## src/rtl/watch_pkg.sv

```systemverilog
// Shared constants, field widths, set_sel encodings and FSM state type
// for the watch timekeeping slice.
package watch_pkg;

  localparam int SEC_W = 6;
  localparam int MIN_W = 6;
  localparam int HR_W  = 5;

  localparam logic [SEC_W-1:0] SEC_MAX = 6'd59;
  localparam logic [MIN_W-1:0] MIN_MAX = 6'd59;

  typedef enum logic [1:0] {
    SEL_SEC  = 2'b00,
    SEL_MIN  = 2'b01,
    SEL_HR   = 2'b10,
    SEL_NONE = 2'b11
  } sel_e;

  typedef enum logic {
    ST_RUN = 1'b0,
    ST_SET = 1'b1
  } state_e;

endpackage

```

## src/rtl/sync_edge_detect.sv

```systemverilog
// Two-flop synchroniser for an asynchronous level, followed by a delay flop
// that turns each rising edge into a single one-clk strobe.
module sync_edge_detect (
  input  logic clk,
  input  logic rst_n,
  input  logic async_in,
  output logic rise_pulse
);

  logic sync_p0;
  logic sync_p1;
  logic sync_p2;

  always_ff @(posedge clk or negedge rst_n) begin
    if (!rst_n) begin
      sync_p0 <= 1'b0;
      sync_p1 <= 1'b0;
      sync_p2 <= 1'b0;
    end else begin
      sync_p0 <= async_in;
      sync_p1 <= sync_p0;
      sync_p2 <= sync_p1;
    end
  end

  assign rise_pulse = sync_p1 & ~sync_p2;

endmodule

```

## src/rtl/watch_timekeeper.sv

```systemverilog
// Hours:minutes:seconds keeper driven by the divided watch clock, with a
// SET mode that lets the user bump one field at a time without carries.
module watch_timekeeper
  import watch_pkg::*;
#(
  parameter int TICKS_PER_SEC = 1,
  parameter int HOUR_MAX      = 23
) (
  input  logic             clk,
  input  logic             rst_n,
  input  logic             tick_in,
  input  logic             set_en,
  input  logic [1:0]       set_sel,
  input  logic             inc_btn,
  output logic [SEC_W-1:0] sec,
  output logic [MIN_W-1:0] min,
  output logic [HR_W-1:0]  hr,
  output logic             sec_pulse,
  output logic             day_pulse
);

  localparam int              PRE_W    = 10;
  localparam logic [PRE_W-1:0] PRE_LAST = PRE_W'(TICKS_PER_SEC - 1);
  localparam logic [HR_W-1:0]  HR_LAST  = HR_W'(HOUR_MAX);

  function automatic logic [5:0] inc_wrap6(input logic [5:0] v, input logic [5:0] last);
    return (v == last) ? 6'd0 : v + 6'd1;
  endfunction

  function automatic logic [4:0] inc_wrap5(input logic [4:0] v, input logic [4:0] last);
    return (v == last) ? 5'd0 : v + 5'd1;
  endfunction

  logic tick_rise;
  logic inc_rise;
  logic set_p0;
  logic set_p1;

  sync_edge_detect u_tick_sync (
    .clk        (clk),
    .rst_n      (rst_n),
    .async_in   (tick_in),
    .rise_pulse (tick_rise)
  );

  sync_edge_detect u_inc_sync (
    .clk        (clk),
    .rst_n      (rst_n),
    .async_in   (inc_btn),
    .rise_pulse (inc_rise)
  );

  always_ff @(posedge clk or negedge rst_n) begin
    if (!rst_n) begin
      set_p0 <= 1'b0;
      set_p1 <= 1'b0;
    end else begin
      set_p0 <= set_en;
      set_p1 <= set_p0;
    end
  end

  state_e state;
  state_e state_nxt;
  logic   run_go;
  logic   set_go;

  always_ff @(posedge clk or negedge rst_n) begin
    if (!rst_n) state <= ST_RUN;
    else        state <= state_nxt;
  end

  always_comb begin
    state_nxt = set_p1 ? ST_SET : ST_RUN;
  end

  // Strobes arriving in a transition cycle belong to neither mode and are dropped.
  always_comb begin
    run_go = (state == ST_RUN) && (state_nxt == ST_RUN);
    set_go = (state == ST_SET) && (state_nxt == ST_SET);
  end

  logic [PRE_W-1:0] presc;
  logic             tick_go;
  logic             sec_due;

  assign tick_go = run_go & tick_rise;
  assign sec_due = tick_go && (presc == PRE_LAST);

  always_ff @(posedge clk or negedge rst_n) begin
    if (!rst_n)        presc <= '0;
    else if (!run_go)  presc <= '0;
    else if (tick_go)  presc <= sec_due ? '0 : presc + 1'b1;
  end

  // Full sec->min->hr ripple resolves on a single edge.
  always_ff @(posedge clk or negedge rst_n) begin
    if (!rst_n) begin
      sec       <= '0;
      min       <= '0;
      hr        <= '0;
      sec_pulse <= 1'b0;
      day_pulse <= 1'b0;
    end else begin
      sec_pulse <= 1'b0;
      day_pulse <= 1'b0;
      if (sec_due) begin
        sec_pulse <= 1'b1;
        sec       <= inc_wrap6(sec, SEC_MAX);
        if (sec == SEC_MAX) begin
          min <= inc_wrap6(min, MIN_MAX);
          if (min == MIN_MAX) begin
            hr <= inc_wrap5(hr, HR_LAST);
            if (hr == HR_LAST) day_pulse <= 1'b1;
          end
        end
      end else if (set_go && inc_rise) begin
        case (sel_e'(set_sel))
          SEL_SEC:  sec <= inc_wrap6(sec, SEC_MAX);
          SEL_MIN:  min <= inc_wrap6(min, MIN_MAX);
          SEL_HR:   hr  <= inc_wrap5(hr, HR_LAST);
          default:  ;
        endcase
      end
    end
  end

endmodule

```

## config.mk

```make
export PLATFORM = sky130hd
export DESIGN_NAME = watch_timekeeper
export DESIGN_NICKNAME = d
export VERILOG_FILES = /design/src/rtl/watch_pkg.sv /design/src/rtl/sync_edge_detect.sv /design/src/rtl/watch_timekeeper.sv
export SDC_FILE = /design/constraint.sdc
export NUM_CORES = 1
export LEC_CHECK = 0
export ABC_CLOCK_PERIOD_IN_PS = 3400
export BUFFER_PORTS_ARGS = -buffer_cell sky130_fd_sc_hd__buf_2
export CORE_MARGIN = 3
export CORE_UTILIZATION = 45
export CTS_BUF_LIST = sky130_fd_sc_hd__clkbuf_2
export DETAILED_ROUTE_END_ITERATION = 10
export PLACE_DENSITY_LB_ADDON = 0.15
export SETUP_SLACK_MARGIN = 0.2
export SLEW_MARGIN = 10
export SYNTH_ARGS = -nofsm -noshare
export SYNTH_HDL_FRONTEND = slang
export SYNTH_HIERARCHICAL = 1
export SYNTH_SLANG_ARGS = --single-unit
export TNS_END_PERCENT = 1
```

## constraint.sdc

```tcl
create_clock -name clk -period 3.4 [get_ports clk]
set_input_delay 0.34 -clock clk [delete_from_list [all_inputs] [get_ports clk]]
set_output_delay 0.34 -clock clk [all_outputs]
set_load 0.05 [all_outputs]
```

==> reports/results.ini, run 1 <==
[power]
ir_worst_vdd_v=0.000267
clkPwrFrac_pct=24.5
p_comb_share_pct=25.7
p_seq_share_pct=49.8
p_switching_uw=402
intPower_uw=694
power_switching_share_pct=36.7
leakage_uw=0.000965
powerDensity_nw_per_um2=526

[cts]
clock_sinks=38
ctsLongestPathBuffers=2
clock_tree.root_cell=clkbuf_2
cts_tree=done
htreeDepth=2
clkTransAtPathRegs_ns=0.18
ctsResizeCount=0
insertion_delay_ns=0.39
post-cts-setup-buffer-count=0
numCtsBuffers=5

[yosys]
synth_area_leader_cell=dfrtp_1
avgSynthCellArea_um2=10.5
ys_seq_area_share_pct=53.1
ys_ff_latch=38
synth_edf_count=0
syn_area_um2=1790
yosys.cell_types.count=35
netlist_instances=171
ys.warnings.count=6
synth_top_area_share_pct=53.1
synthArstFlopShare_pct=100
yosys-top-cells-area=dfrtp_1 53%, o21ai_0 6.1%, ha_1 3.5%
syn-num-nets=183
synth_top_flop_cell=dfrtp_1

[setup_path]
crit_type=reg -> reg
slowest_delay_ns=0.50
crit_fanout=6
required_ns=3.69
critPathSlowestCell=or3b_2
reg2reg_from=presc[0]
reg2reg_slack_ns=0.99
path_cells=inv_1 > ha_1 > or3b_2 > nor4_4 > mux2i_1 > a211oi_1 > mux2_1
worstRegToRegCells=7
r2r-end=hr[3]
worstPathArrival_ns=2.70
cp-start-kind=flop
end_kind=flop

[grt]
grt_max_degree=39
grt_use_met3_pct=4.37
grtUsageMet1_pct=19.7
use_met2_pct=24.7
gr-max-usage-layer=met2
grt_pass1_wl_um=6020
antenna_found_initial=0
grt.overflow.total=0
grt_use_total_pct=15.5
grt_pass1_vias=1333

[sta]
period_share_pct=70.9
max_freq_mhz=415
min_period_ns=2.41
maxSlewViolCount=0
rsz0062_at_grt=no
hold_viol_final=0
tightestPinTransition_ns=0.982
finClkSkew_ns=0.0145
maxSlewHeadroom_pct=34.0
whs_ns=0.0164
fin_tns_setup_ns=0
finalSetupViolCount=0

[placed_design]
place_congestion=0.746
placed_cell_area_um2=1990
portBuffers=25
dp.cells=245
place_hpwl_um=2480

[detailed_routing]
drt-initial-drc-count=118
via_per_inst=5.49
first_pass_iters=4
wl_um=3480
postRouteAntennaNets=0
vias=1405
drc=0
route.detailed.wl_per_inst_um=13.6

[status]
status=completed

[floorplan]
die_w_um=69.1
die_area_um2=4770
rows=22
initial_core_util_pct=47.9
ios=26
fp.dieH_um=69.1
core_um2=3740

[run]
drv_cap=0

[final_layout]
antenna_cells=0
final_common_cell=dfrtp_1
synthToLayoutAreaGrowth_pct=16.3
stdcell_area_um2=2080
most-common-layout-cells=38 x dfrtp_1, 25 x buf_2, 22 x o21ai_0
drive_gt1_share_pct=21.6
fin_nets=219
fin_cells=256

[worst_hold_path]
hp-class=in -> async

## how the worst max path moves through the flow
| stage | depth (start not counted) | startpoint | end | slack, ns |
|---|---|---|---|---|
| 2_1_floorplan | 6 | min[0] | hr[3] | 1.13 |
| 6_report | 7 | presc[0] | hr[3] | 0.99 |
| 4_1_cts | 7 | presc[1] | hr[1] | 0.96 |
| 3_3_place_gp | 7 | presc[0] | hr[1] | 1.08 |
| 5_1_grt | 7 | presc[0] | hr[1] | 0.83 |
| 3_5_place_dp | 5 | presc[5] | hr[1] | 1.0 |
## per-stage QoR
| step | total power, µW | util (%) | setup WS [ns] |
|---|---|---|---|
| after detailed placement | 838 | 53.1 | 0.996 |
| after floorplan | 756 | - | 1.13 |
| final | 1100 | 55.6 | 0.989 |
| after CTS | 1110 | 54.8 | 0.962 |
| after global placement | 825 | 53.1 | 1.08 |
| after global routing | 1160 | 55.6 | 0.833 |
## cells in the mapped netlist, types with 3 or more instances
cell type,instances
a211oi_1,3
a21o_1,3
a31oi_1,4
and3_1,4
dfrtp_1,38
ha_1,5
inv_1,6
mux2_1,4
nand2_1,15
nand3_1,8
nand4_1,3
nor2_1,13
nor2b_1,4
nor3_1,6
o21ai_0,22
o31ai_1,4
## state kept, by name, summed over array words and instances, names as in the netlist, 5 cells and up
register / count
min: 6
sec: 6
presc: 10
hr: 5
## critical path, delay by kind of cell (launching register included)
kind | cells | cell delay [ns]
compound gates | 1 | 0.31
buf+inv | 1 | 0.09
simple gates | 2 | 0.76
fa+ha+maj | 1 | 0.14
flops | 1 | 0.47
mux | 2 | 0.56
## power groups by stage
stage / combinational (µW) / sequential (µW) / clock (µW)
after detailed placement: 283 / 555 / 0
final: 282 / 546 / 268
after global routing: 300 / 556 / 302
after global placement: 276 / 549 / 0
after CTS: 284 / 546 / 277
after floorplan: 72.3 / 684 / 0
## layer usage
| metal | wire length (µm) | vias to the layer above | share of wire, % |
|---|---|---|---|
| li1 | - | 693 | - |
| met1 | 1610 | 664 | 46 |
| met2 | 1630 | 41 | 47 |
| met3 | 191 | 7 | 5.5 |
| met4 | 40 | 0 | 1.1 |
| met5 | 0 | - | 0 |
## kinds of logic after synthesis
logic type               Yosys count  share of synthesized area, %
AO/OA/AOI/OAI                     41                          13.9
XOR/XNOR                           4                          1.96
multiplexers                       8                          4.89
flip-flops                        38                          53.1
adder cells (fa/ha/maj)            5                          3.49
buffers and inverters              7                          1.47
AND/OR/NAND/NOR                   68                          21.2
## repair_timing
action / 4_1_cts / 5_1_grt
setup endpoints to repair: 0 / 0
hold buffers: 0 / 3
hold endpoints to repair: 0 / 3
## layout make-up
class,instances,area (µm²)
Fill cell,349,1660
Tap cell,48,60.1
Multi-Input combinational cell,126,815
Sequential cell,38,951
Clock inverter,3,40.0
Inverter,6,22.5
Timing Repair Buffer,30,170
Clock buffer,5,25.0
No activity file was read; power rests on OpenSTA's default activity.
==> inputs of run 2 (changes only) <==
--- a/config.mk
+++ b/config.mk
@@ -5,7 +5,7 @@
 export SDC_FILE = /design/constraint.sdc
 export NUM_CORES = 1
 export LEC_CHECK = 0
-export ABC_CLOCK_PERIOD_IN_PS = 3400
+export ABC_CLOCK_PERIOD_IN_PS = 2200
 export BUFFER_PORTS_ARGS = -buffer_cell sky130_fd_sc_hd__buf_2
 export CORE_MARGIN = 3
 export CORE_UTILIZATION = 45
==> constraint.sdc (replaced) <==
create_clock -name clk -period 2.2 [get_ports clk]
set_input_delay 0.22 -clock clk [delete_from_list [all_inputs] [get_ports clk]]
set_output_delay 0.22 -clock clk [all_outputs]
set_load 0.05 [all_outputs]
==> run 2 against run 1 <==
Net effect:
- clock power is 6% higher
- sequential share of layout area fell by 3.5 points
- flip-flop and latch count stayed put
- largest power group unchanged
- critical path type unchanged
- global-route usage up 0.47 points
- cell count is 7.0% higher
==> reports/results.ini, run 2 (synthesized netlist as in run 1, its figures left out) <==
[final_layout]
final_common_cell=dfrtp_1  ; unchanged
top_regs=presc x10, min x6, sec x6  ; unchanged
antenna_cells=0  ; unchanged
fin_nets=238  ; was 219
largest_reg_flops=10  ; unchanged
stdcell_area_um2=2270  ; was 2080 µm²
synthToLayoutAreaGrowth_pct=26.5  ; was 16.3%
regMostFlops=presc  ; unchanged
drive_gt1_share_pct=33.6  ; was 21.6%
most-common-layout-cells=34 x dfrtp_1, 25 x buf_2, 19 x buf_4  ; was 38 x dfrtp_1, 25 x buf_2, 22 x o21ai_0

[floorplan]
core_um2=3740  ; unchanged
initial_core_util_pct=47.9  ; unchanged
fp.dieH_um=69.1  ; unchanged
die_area_um2=4770  ; unchanged
rows=22  ; unchanged
die_w_um=69.1  ; unchanged
ios=26  ; unchanged

[cts]
ctsLongestPathBuffers=2  ; unchanged
cts_tree=done  ; unchanged
htreeDepth=2  ; unchanged
numCtsBuffers=5  ; unchanged
clock_sinks=38  ; unchanged
clock_tree.root_cell=clkbuf_2  ; unchanged
clkTransAtPathRegs_ns=0.19  ; was 0.18 ns
insertion_delay_ns=0.38  ; was 0.39 ns

[setup_path]
worstRegToRegCells=5  ; was 7
critical_path_buf_inv_count=0  ; was 1
cp-start-kind=flop  ; unchanged
crit_type=reg -> reg  ; unchanged
r2r-end=hr[1]  ; was hr[3]
crit_fanout=4  ; was 6
reg2reg_from=presc[4]  ; was presc[0]
end_kind=flop  ; unchanged
path_cells=or4_4 > nor4_4 > mux2i_2 > a21o_1 > mux2_4  ; was inv_1 > ha_1 > or3b_2 > nor4_4 > mux2i_1 > a211oi_1 > mux2_1
slowest_delay_ns=0.55  ; was 0.50 ns
reg2reg_slack_ns=0.007  ; was 0.99 ns
worstSetupStartpoint=presc[4]  ; was presc[0]
worstPathArrival_ns=2.47  ; was 2.70 ns
required_ns=2.48  ; was 3.69 ns
path_delay_family=simple AND/OR/NAND/NOR gates  ; unchanged
critPathSlowestCell=or4_4  ; was or3b_2

[sta]
maxSlewHeadroom_pct=44.8  ; was 34.0%
finClkSkew_ns=0.0261  ; was 0.0145 ns
period_share_pct=99.7  ; was 70.9%
max_freq_mhz=456  ; was 415 MHz
finalSetupViolCount=0  ; unchanged
fin_tns_setup_ns=0  ; unchanged
hold_viol_final=0  ; unchanged
tightestPinTransition_ns=0.828  ; was 0.982 ns
rsz0062_at_grt=yes  ; was no
maxSlewViolCount=0  ; unchanged
min_period_ns=2.19  ; was 2.41 ns
whs_ns=0.354  ; was 0.0164 ns

[grt]
grt_pass1_wl_um=6220  ; was 6020 µm
grt_use_total_pct=15.9  ; was 15.5%
grt.overflow.total=0  ; unchanged
grt_max_degree=39  ; unchanged
grt_pass1_vias=1337  ; was 1333
antenna_found_initial=0  ; unchanged

[worst_hold_path]
hold_start=set_sel[1]
holdPathStages=4
hp-class=in -> reg  ; was in -> async
holdPathEnd=sec[5]

[detailed_routing]
first_pass_iters=5  ; was 4
wl_um=3600  ; was 3480 µm
vias=1453  ; was 1405
postRouteAntennaNets=0  ; unchanged
route.detailed.wl_per_inst_um=13.1  ; was 13.6 µm
via_per_inst=5.30  ; was 5.49
drt-initial-drc-count=52  ; was 118
drc=0  ; unchanged

[status]
status=completed  ; unchanged

[run]
drv_cap=0  ; unchanged

[placed_design]
placed_cell_area_um2=2110  ; was 1990 µm²
place_hpwl_um=2570  ; was 2480 µm
portBuffers=25  ; unchanged
place_congestion=0.832  ; was 0.746

[power]
p_total_uw=1600  ; was 1100 µW
ir_worst_vdd_v=0.000493  ; was 0.000267 V
leakage_uw=0.00108  ; was 0.000965 µW
powerDensity_nw_per_um2=708  ; was 526 nW/µm²

[run 2: how the worst max path moves through the flow]
| stage | cells after the start | endpoint |
|---|---|---|
| finish | 5 | hr[1] |
| global placement | 5 | hr[1] |
| detailed placement | 5 | hr[3] |
| floorplan | 5 | hr[1] |
| CTS | 7 | hr[1] |
| global route | 7 | hr[1] |
[run 2: layout make-up]
cell class                 instances  area (µm²)
clock buffer                       5        25.0
clock inverter                     2        10.0
fill                             325        1480
inverter                           6        22.5
multi-input combinational        126         873
sequential                        38         956
tap                               48        60.1
timing repair buffer              49         319
[run 2: worst reg2reg max path, stage by stage (launching register included)]
cell	delay (ns)
dfrtp_1	0.41
or4_4	0.55
nor4_4	0.33
mux2i_2	0.34
a21o_1	0.16
mux2_4	0.30
[run 2: per-stage QoR]
| step | util [%] | worst slack (ns) | cells |
|---|---|---|---|
| 2_1_floorplan | - | 0.00884 | 171 |
| 3_3_place_gp | 56.3 | 0.0580 | 259 |
| 3_5_place_dp | 56.3 | -0.00915 | 259 |
| 4_1_cts | 59.3 | -0.0137 | 272 |
| 5_1_grt | 60.5 | -0.0903 | 274 |
| 6_report | 60.5 | 0.00742 | 274 |
[run 2: repair_timing]
| item | 4_1_cts | 5_1_grt |
|---|---|---|
| hold buffers | 4 | 0 |
| gates resized for setup | 7 | 12 |
| endpoints found under the hold margin | 41 | 0 |
| buffers inserted | 2 | 2 |
| pin swaps | 2 | 5 |
| setup endpoints to repair | 6 | 18 |
[run 2: layer usage]
metal	vias to the layer above	GRT usage [%]	routed length (µm)
li1	730	-	-
met1	692	21.2	1690
met2	25	24.8	1720
met3	6	5.39	155
met4	0	4.56	43
met5	-	0	0
[run 2: where the power goes]
group	total (µW)	internal, µW	switching (µW)
clock	283	68.9	214
sequential	854	771	82.8
combinational	466	140	326
==> inputs of run 3 (changes only) <==
--- a/config.mk
+++ b/config.mk
@@ -12,6 +12,7 @@
 export CTS_BUF_LIST = sky130_fd_sc_hd__clkbuf_2
 export DETAILED_ROUTE_END_ITERATION = 10
 export PLACE_DENSITY_LB_ADDON = 0.15
+export RECOVER_POWER = 100
 export SETUP_SLACK_MARGIN = 0.2
 export SLEW_MARGIN = 10
 export SYNTH_ARGS = -nofsm -noshare
==> run 3 against run 2 <==
Net effect:
- worst setup slack barely moved
- wire length rose by 0.44%
- largest cell class unchanged
- count of clock-buffer cells in the layout did not move
- first-iteration DRC count rose by 50%
- total power fell by 1.0%
- non-clock buffer count did not move
- highest routed layer unchanged
==> reports/results.ini, run 3 (synthesized netlist as in run 1, its figures left out) <==
[final_layout]
most-common-layout-cells=34 x dfrtp_1, 19 x clkbuf_1, 19 x buf_4  ; was 34 x dfrtp_1, 25 x buf_2, 19 x buf_4
largest_reg_flops=10  ; unchanged
fin_nets=238  ; unchanged
final_common_cell=dfrtp_1  ; unchanged
antenna_cells=0  ; unchanged
top_regs=presc x10, min x6, sec x6  ; unchanged
regMostFlops=presc  ; unchanged
synthToLayoutAreaGrowth_pct=25.1  ; was 26.5%
drive_gt1_share_pct=25.2  ; was 33.6%
fin_util_pct=59.9  ; was 60.5%

[cts]
numCtsBuffers=5  ; unchanged
clkTransAtPathRegs_ns=0.19  ; about the same
clock_tree.root_cell=clkbuf_2  ; unchanged
insertion_delay_ns=0.38  ; about the same
htreeDepth=2  ; unchanged
clock_sinks=38  ; unchanged
cts_tree=done  ; unchanged
ctsLongestPathBuffers=2  ; unchanged

[floorplan]
die_area_um2=4770  ; unchanged
die_w_um=69.1  ; unchanged
core_um2=3740  ; unchanged
ios=26  ; unchanged
initial_core_util_pct=47.9  ; unchanged
fp.dieH_um=69.1  ; unchanged
rows=22  ; unchanged

[grt]
grt_max_degree=39  ; unchanged
grt_pass1_vias=1337  ; unchanged
grt.overflow.total=0  ; unchanged
grt_pass1_wl_um=6220  ; unchanged
grt_use_total_pct=15.9  ; unchanged
antenna_found_initial=0  ; unchanged

[sta]
maxSlewHeadroom_pct=38.5  ; was 44.8%
finClkSkew_ns=0.0224  ; was 0.0261 ns
period_share_pct=99.7  ; about the same
tightestPinTransition_ns=0.923  ; was 0.828 ns
min_period_ns=2.19  ; about the same
rsz0062_at_grt=yes  ; unchanged
finalSetupViolCount=0  ; unchanged
max_freq_mhz=456  ; about the same
maxSlewViolCount=0  ; unchanged
hold_viol_final=0  ; unchanged

[worst_hold_path]
holdPathStages=4  ; unchanged
hp-class=in -> reg  ; unchanged

[placed_design]
place_congestion=0.832  ; unchanged
portBuffers=25  ; unchanged
place_hpwl_um=2570  ; unchanged

[detailed_routing]
vias=1469  ; was 1453
wl_um=3620  ; was 3600 µm
route.detailed.wl_per_inst_um=13.2  ; was 13.1 µm
drt-initial-drc-count=78  ; was 52
drc=0  ; unchanged
first_pass_iters=4  ; was 5
via_per_inst=5.36  ; was 5.30
postRouteAntennaNets=0  ; unchanged

[setup_path]
end_kind=flop  ; unchanged
critPathSlowestCell=or4_4  ; unchanged
crit_fanout=4  ; unchanged
crit_type=reg -> reg  ; unchanged
worstPathArrival_ns=2.47  ; about the same
crit_cells=5  ; unchanged
path_cells=or4_4 > nor4_4 > mux2i_2 > a21o_1 > mux2_4  ; unchanged
required_ns=2.48  ; about the same
critical_path_buf_inv_count=0  ; unchanged
slowest_delay_ns=0.55  ; about the same
cp-start-kind=flop  ; unchanged
path_delay_family=simple AND/OR/NAND/NOR gates  ; unchanged
worstRegToRegCells=5  ; unchanged

[power]
ir_worst_vdd_v=0.000493  ; about the same
p_total_uw=1590  ; was 1600 µW
powerDensity_nw_per_um2=708  ; about the same
leakage_uw=0.00101  ; was 0.00108 µW

[run]
drv_cap=0  ; unchanged

[status]
status=completed  ; unchanged

==> run 3: changes by cell type in the layout (fill, tap and decap cells not counted) <==
cell | previous run | this run
buf_2 | 25 | 5
clkbuf_1 | 0 | 19
clkbuf_2 | 5 | 6
==> run 3: worst register-to-register path: stages, from the launching register on <==
cell	delay (ns)
dfrtp_1	0.41
or4_4	0.55
nor4_4	0.33
mux2i_2	0.34
a21o_1	0.16
mux2_4	0.30
==> run 3: power breakdown <==
| part | leakage [µW] | total [µW] | switching, µW | internal [µW] |
|---|---|---|---|---|
| combinational | 0.000503 | 450 | 327 | 123 |
| sequential | 0.000483 | 855 | 84.1 | 771 |
| clock | 0.0000286 | 282 | 213 | 68.9 |
==> run 3: metal layers <==
metal | vias to the layer above | GRT usage, % | wire length, µm
met2 | 35 | 24.8 | 1740
met3 | 6 | 5.39 | 170
met1 | 699 | 21.2 | 1660
met5 | - | 0 | 0
met4 | 0 | 4.56 | 43
li1 | 729 | - | -
==> run 3: through the flow <==
stage	setup TNS (ns)	instance area [µm²]	cells	setup WS (ns)	hold slack (ns)
2_1_floorplan	0	1810	171	0.00884	-0.0756
3_3_place_gp	0	2110	259	0.0580	0.328
3_5_place_dp	-0.00915	2110	259	-0.00915	0.330
4_1_cts	-0.0137	2220	272	-0.0137	0.307
5_1_grt	-0.272	2240	274	-0.0903	0.313
6_report	0	2240	274	0.00756	0.356
==> run 3: path summary, 6_finish.rpt <==
path | from | endpoint | slack [ns]
worst min register to register | u_inc_sync/sync_p0 | u_inc_sync/sync_p1 | 0.37
worst max register to register | presc[4] | hr[1] | 0.008
worst max-delay path | presc[4] | hr[1] | 0.008
worst min-delay path | set_sel[1] | sec[5] | 0.36
max in group asynchronous | rst_n | sec[0] | 1.07
min in group asynchronous | rst_n | sec[3] | 0.49
==> run 3: area by class of cell <==
class,count,area (µm²)
fillers,339,1500
clock buffers,5,25.0
well taps,48,60.1
inverters,6,22.5
clock inverters,2,10.0
multi-input cells,126,873
repair buffers,49,295
flip-flops and latches,38,956
==> run 3: what timing repair did <==
action / in CTS / in global routing
gates resized for setup: 7 / 12
hold endpoints to repair: 41 / 0
buffers inserted: 2 / 2
pin swaps: 2 / 5
endpoints found under the setup margin: 6 / 18
hold buffers: 4 / 0
